**src/rtl/riscv_pkg.sv**
```systemverilog
// rtl/riscv_pkg.sv - shared constants and types for the fetch/dispatch front end
package riscv_pkg;

  localparam int XLEN = 32;

  localparam logic [6:0] OPC_LUI    = 7'b0110111;
  localparam logic [6:0] OPC_AUIPC  = 7'b0010111;
  localparam logic [6:0] OPC_JAL    = 7'b1101111;
  localparam logic [6:0] OPC_JALR   = 7'b1100111;
  localparam logic [6:0] OPC_BRANCH = 7'b1100011;
  localparam logic [6:0] OPC_LOAD   = 7'b0000011;
  localparam logic [6:0] OPC_STORE  = 7'b0100011;
  localparam logic [6:0] OPC_OP_IMM = 7'b0010011;
  localparam logic [6:0] OPC_OP     = 7'b0110011;

  localparam int NUM_UNITS = 9;

  // Bit position of each execution unit inside unit_enable_n.
  typedef enum int unsigned {
    UNIT_LUI    = 0,
    UNIT_AUIPC  = 1,
    UNIT_JAL    = 2,
    UNIT_JALR   = 3,
    UNIT_BRANCH = 4,
    UNIT_LOAD   = 5,
    UNIT_STORE  = 6,
    UNIT_OP_IMM = 7,
    UNIT_OP     = 8
  } unit_idx_t;

  typedef enum logic [1:0] {
    TRAP_NONE       = 2'd0,
    TRAP_ILLEGAL    = 2'd1,
    TRAP_MISALIGNED = 2'd2,
    TRAP_BUS_ERR    = 2'd3
  } trap_cause_t;

  typedef enum logic [1:0] {
    FD_FETCH    = 2'd0,
    FD_DISPATCH = 2'd1,
    FD_TRAP     = 2'd2
  } fd_state_t;

endpackage

```
**src/rtl/opcode_decoder.sv**
```systemverilog
// rtl/opcode_decoder.sv - major opcode to one-hot execution unit match
module opcode_decoder
  import riscv_pkg::*;
(
  input  logic [6:0]           opcode_i,
  output logic [NUM_UNITS-1:0] match_o,
  output logic                 illegal_o
);

  // Full 7-bit compare, so a word whose low bits are not 2'b11 never matches.
  always_comb begin
    match_o = '0;
    case (opcode_i)
      OPC_LUI:    match_o[UNIT_LUI]    = 1'b1;
      OPC_AUIPC:  match_o[UNIT_AUIPC]  = 1'b1;
      OPC_JAL:    match_o[UNIT_JAL]    = 1'b1;
      OPC_JALR:   match_o[UNIT_JALR]   = 1'b1;
      OPC_BRANCH: match_o[UNIT_BRANCH] = 1'b1;
      OPC_LOAD:   match_o[UNIT_LOAD]   = 1'b1;
      OPC_STORE:  match_o[UNIT_STORE]  = 1'b1;
      OPC_OP_IMM: match_o[UNIT_OP_IMM] = 1'b1;
      OPC_OP:     match_o[UNIT_OP]     = 1'b1;
      default:    match_o = '0;
    endcase
    illegal_o = (match_o == '0);
  end

endmodule

```
**src/rtl/fetch_dispatch.sv**
```systemverilog
// rtl/fetch_dispatch.sv - single-issue fetch, decode and unit dispatch with trap halt
module fetch_dispatch
  import riscv_pkg::*;
#(
  parameter int              XLEN         = 32,
  parameter logic [XLEN-1:0] RESET_VECTOR = '0
) (
  input  logic            clk,
  input  logic            rst_n,
  output logic            imem_req,
  output logic [XLEN-1:0] imem_addr,
  input  logic            imem_ack,
  input  logic [XLEN-1:0] imem_rdata,
  input  logic            imem_err,
  output logic [XLEN-1:0] instruction,
  output logic [XLEN-1:0] program_counter,
  output logic [8:0]      unit_enable_n,
  input  logic            exec_done,
  input  logic            redirect_valid,
  input  logic [XLEN-1:0] redirect_target,
  output logic            trap_valid,
  output logic [1:0]      trap_cause
);

  fd_state_t       state_q, state_d;
  trap_cause_t     cause_q, cause_d;
  logic [XLEN-1:0] pc_q, pc_d;
  logic [XLEN-1:0] instr_q, instr_d;
  logic            run_q;
  logic [8:0]      match;
  logic            illegal;

  opcode_decoder u_decoder (
    .opcode_i  (instr_q[6:0]),
    .match_o   (match),
    .illegal_o (illegal)
  );

  always_comb begin
    state_d = state_q;
    cause_d = cause_q;
    pc_d    = pc_q;
    instr_d = instr_q;
    case (state_q)
      FD_FETCH: begin
        if (run_q && imem_ack) begin
          if (imem_err) begin
            state_d = FD_TRAP;
            cause_d = TRAP_BUS_ERR;
          end else begin
            instr_d = imem_rdata;
            state_d = FD_DISPATCH;
          end
        end
      end
      FD_DISPATCH: begin
        if (illegal) begin
          state_d = FD_TRAP;
          cause_d = TRAP_ILLEGAL;
        end else if (exec_done) begin
          if (redirect_valid && (redirect_target[1:0] != 2'b00)) begin
            state_d = FD_TRAP;
            cause_d = TRAP_MISALIGNED;
          end else begin
            pc_d    = redirect_valid ? redirect_target : pc_q + XLEN'(4);
            state_d = FD_FETCH;
          end
        end
      end
      default: begin
        state_d = state_q;
      end
    endcase
  end

  // run_q holds the request off until the first edge after reset release,
  // which also masks any acknowledge left over from an aborted fetch.
  always_ff @(posedge clk or negedge rst_n) begin
    if (!rst_n) begin
      state_q <= FD_FETCH;
      cause_q <= TRAP_NONE;
      pc_q    <= RESET_VECTOR;
      instr_q <= '0;
      run_q   <= 1'b0;
    end else begin
      state_q <= state_d;
      cause_q <= cause_d;
      pc_q    <= pc_d;
      instr_q <= instr_d;
      run_q   <= 1'b1;
    end
  end

  assign imem_req        = run_q && (state_q == FD_FETCH);
  assign imem_addr       = pc_q;
  assign instruction     = instr_q;
  assign program_counter = pc_q;
  assign unit_enable_n   = (state_q == FD_DISPATCH) ? ~match : 9'h1FF;
  assign trap_valid      = (state_q == FD_TRAP);
  assign trap_cause      = cause_q;

endmodule

```
**config.mk**
```make
export PLATFORM = sky130hd
export DESIGN_NAME = fetch_dispatch
export DESIGN_NICKNAME = d
export VERILOG_FILES = /design/src/rtl/riscv_pkg.sv /design/src/rtl/opcode_decoder.sv /design/src/rtl/fetch_dispatch.sv
export SDC_FILE = /design/constraint.sdc
export NUM_CORES = 1
export LEC_CHECK = 0
export BUFFER_PORTS_ARGS = -buffer_cell sky130_fd_sc_hd__buf_2
export CELL_PAD_IN_SITES_DETAIL_PLACEMENT = 1
export CELL_PAD_IN_SITES_GLOBAL_PLACEMENT = 1
export CORE_MARGIN = 4
export CORE_UTILIZATION = 31
export CTS_BUF_LIST = sky130_fd_sc_hd__clkbuf_8 sky130_fd_sc_hd__clkbuf_16
export CTS_CLUSTER_DIAMETER = 200
export DETAILED_ROUTE_END_ITERATION = 7
export GPL_TIMING_DRIVEN = 1
export PLACE_DENSITY = 0.75
export SETUP_SLACK_MARGIN = 0.3
export SYNTH_ARGS = -nofsm -noshare
export SYNTH_HDL_FRONTEND = slang
export SYNTH_SLANG_ARGS = --single-unit
```
**constraint.sdc**
```tcl
create_clock -name clk -period 1.55 [get_ports clk]
set_input_delay 0.2325 -clock clk [delete_from_list [all_inputs] [get_ports clk]]
set_output_delay 0.2325 -clock clk [all_outputs]
set_load 0.02 [all_outputs]
```
==> out/metrics.sh <==
OUTCOME='finished with violations'
VIOLATIONS='negative setup slack'
FINAL_NET_COUNT=734
WORSTREG2REGSTART='state_q[1]'
SYNTH_MOST_COMMON_CELL='sky130_fd_sc_hd__dfrtp_1'
MAPPEDNETLISTNETS=464
ARRIVAL_NS=1.72
LAYOUT.CORE_UTILIZATION=0.645
POST_SYNTH_INST_COUNT=393
FIN_SKEW_NS=0.0125
POWER_DENSITY_mW_PER_MM2=804
HOLD_VIOL=0
SETUP_WS_NS=-0.407
TIMING_WORST_SETUP_PATH_TYPE='flop to primary output'
VIAS_IN_THE_FIRST_GLOBAL_ROUTE=4897
ANTENNA_LEFT=0
GRT_START_MAX_NET_PINS=70
SYNTH_ASYNC_SR_FLOP_SHARE=1.00
POST-ROUTE-PERIOD-UTIL=1.26
SYN2LAYOUT_AREA_GROWTH_PCT=103
POSTSYNTH.TOPFLOPCELL='sky130_fd_sc_hd__dfrtp_1'
IO_PINS=179
NETLIST_AREA_SQ_MM=0.00385
REQUIRED_NS=1.32
SYNTH_TOP_CELL_BY_AREA='sky130_fd_sc_hd__dfrtp_1'
CTS_BUFFERS=9
YOSYSTOPAREACELLSHARE=0.448
CHIP_WIDTH_UM=119
OVERALL_DIE_AREA_SQ_MM=0.0143
RSZ0062_AT_GRT='yes'
GRT_FIRST_PASS_WIRELENGTH_MM=27.5
SETUP_VIOL=77
RELATIVE_CONTRIBUTION_OF_THE_CLOCK_NETWORK_TO_TOTAL_POWER=0.385
SYN_AREA_PER_CELL_SQ_UM=9.80
DRTPASS1ITERATIONS=4
POWER.COMBINATIONAL.FRACTION=0.267
CLK_TRANSITION_REPORTED_PATHS_NS=0.06
HPWL_MM=10.3
REGISTER_AREA_SHARE_AFTER_SYNTHESIS=0.448
SYNTH_EDF_COUNT=0
MIN_PATH_TYPE='input pin to flop'
CLOCK-SINKS=69
DRC_ERRORS=0
P_SWITCHING_uW=1910
TRITONCTS='built'
GROUTE.USAGE.OVERALL=0.246
PORTION_OF_TOTAL_POWER_ATTRIBUTED_TO_SEQUENTIAL_CELLS=0.348
CTS_MAX_LEVEL=3
SYNTH.CELLS.MOST_FREQUENT='sky130_fd_sc_hd__dfrtp_1 (69), sky130_fd_sc_hd__a21oi_1 (35), sky130_fd_sc_hd__buf_4 (35)'
CTS_ROOT_BUFFER='sky130_fd_sc_hd__clkbuf_16'
IO_BUF_COUNT=178
FFS_LATCHES_SYNTH=69
CELLINTERNALPOWER_uW=4370
NUM_VIAS=4479
SWITCHING_SHARE=0.304
MAX_CAP_CHECK_VIOLATION_COUNT=0
ROUTED_WIRELENGTH_MM=20.1
YS.WARNINGS.COUNT=0
OVERFLOW=0
WORST_IR_DROP_VDD_mV=0.896
FRACTION_OF_FINAL_LAYOUT_CELLS_WITH_DRIVE_STRENGTH_GREATER_THAN_1=0.734
PLACE_CONGESTION=0.837
LEADING_POST_SYNTHESIS_CELLS_BY_CELL_AREA='sky130_fd_sc_hd__dfrtp_1 (45%), sky130_fd_sc_hd__mux2_2 (8.5%), sky130_fd_sc_hd__buf_4 (6.8%), sky130_fd_sc_hd__a21oi_1 (4.5%), sky130_fd_sc_hd__nand2_1 (3.0%)'
INITIAL_UTILIZATION=0.318
ROUTE.DETAILED.VIAS_PER_INST=5.35
YOSYS.CELL_TYPES.COUNT=57
ROUTED_WIRE_LENGTH_PER_INSTANCE_UM=24.0
SETUP.WORST_PATH.START_CLASS='flop'
HP_START='imem_rdata[24]'
DRT_ITER0_MARKERS=265
REPORT.FINAL.SLEW_VIOL_COUNT=0
CLOCK_TREE.BUFFER_DEPTH=2
POWER.LEAKAGE_uW=0.00361
CP_MAX_FO=3
FLOORPLAN.CORE_AREA_SQ_MM=0.0121
ROWS=40
FINISH.CELL_COUNT_WITHOUT_FILLERS=837
FMAX_GHz=0.511
GRT_ANTENNA_BEFORE_REPAIR=0
CHIPHEIGHT_UM=119
INSERTION_DELAY_NS=0.34
TOTAL_PLACED_CELLS_INCLUDING_TAP_CELLS=754
STARTPOINT='state_q[1]'
SETUP.WORST_PATH.END_CLASS='primary output'
FINAL.MIN_CLOCK_PERIOD_NS=1.96
[power groups by stage]
stage                     clock network, uW  registers, uW  logic (uW)
after floorplan                           0           2460         392
after global placement                    0           2180        1180
after detailed placement                  0           2190        1210
after CTS                              2430           2160        1450
after global routing                   2530           2210        1770
final                                  2420           2190        1680
[worst max-delay path, cell delays in order, from the launching register on]
cell and delay (ns):
sky130_fd_sc_hd__dfrtp_2 0.42, sky130_fd_sc_hd__nor2b_4 0.14, sky130_fd_sc_hd__and3_4 0.21, sky130_fd_sc_hd__nor3b_4 0.25, sky130_fd_sc_hd__buf_6 0.15, sky130_fd_sc_hd__nand3_4 0.06, sky130_fd_sc_hd__buf_6 0.15
[path summary, 6_finish.rpt]
kind,endpoint,slack (ns),depth (start not counted)
min in group asynchronous,imem_addr[4],0.45,3
min,instruction[24],0.12,2
min reg2reg,instruction[13],0.51,1
max reg2reg,instruction[0],-0.31,7
max,unit_enable_n[7],-0.41,6
max in group asynchronous,instruction[2],0.74,3
[flip-flops by register name, indices dropped and copies added (netlist names)]
signal	cells
instruction	32
trap_cause	2
imem_addr	32
state_q	2
run_q	1
[logic make-up (layout without fill, tap and decap cells)]
group                      Yosys count  count (layout)  synth area share
and+or+nand+nor                    114             114             0.163
AOI/OAI and AO/OA                  112             112             0.188
other                                1               2          0.000973
buffers and inverters               63             338             0.100
muxes                               33              33            0.0958
DFF                                 69              69             0.448
adders and majority gates            1               1           0.00325
[layer usage]
metal	vias to the layer above	GRT usage	part of all wire	wire length, um
met4	0	0.0880	0.032	640
met5	-	0	0	0
met3	50	0.0793	0.072	1450
met1	2250	0.272	0.36	7320
met2	218	0.443	0.53	10700
li1	1961	-	-	-
[timing repair]
item	CTS	global route
gates resized for setup	266	91
endpoints found under the setup margin	135	137
pin swaps	36	14
endpoints found under the hold margin	69	0
cloned	7	0
buffers inserted	34	24
hold buffers	1	0
[cell type report]
class / count / area (sq um)
multi-input cells: 261 / 2560
inverters: 10 / 37.5
clock buffers: 9 / 225
clock inverters: 7 / 115
repair buffers: 312 / 2900
fillers: 1239 / 4300
flip-flops and latches: 69 / 1750
diodes: 1 / 2.50
well taps: 168 / 210
[metrics by stage]
step | TNS (ns) | hold slack (ns) | worst slack [ns] | total power, uW | cell area, sq um
final | -15.85 | 0.123 | -0.407 | 6280 | 7810
after global routing | -19.81 | 0.118 | -0.462 | 6510 | 7810
after CTS | -9.54 | 0.107 | -0.371 | 6040 | 7240
after detailed placement | -2.32 | 0.281 | -0.135 | 3400 | 5430
after global placement | -0.805 | 0.271 | -0.0787 | 3360 | 5430
after floorplan | -0.538 | -0.0631 | -0.0356 | 2850 | 4120
[placed cells by master, fill, tap and decap left out, drive strengths merged, types with 3 or more instances in the layout]
cell type / n
a21o: 3
a21oi: 35
a22oi: 5
a311oi: 3
a31o: 3
a41o: 3
and3: 9
buf: 311
bufinv: 3
clkbuf: 9
dfrtp: 69
inv: 12
mux2: 31
nand2: 31
nand3: 18
nand4: 9
nor2: 20
nor2b: 3
nor3: 7
nor3b: 3
nor4: 7
o21ai: 24
o22ai: 7
o2bb2ai: 7
Note: power is estimated with default switching activity, not from simulation.
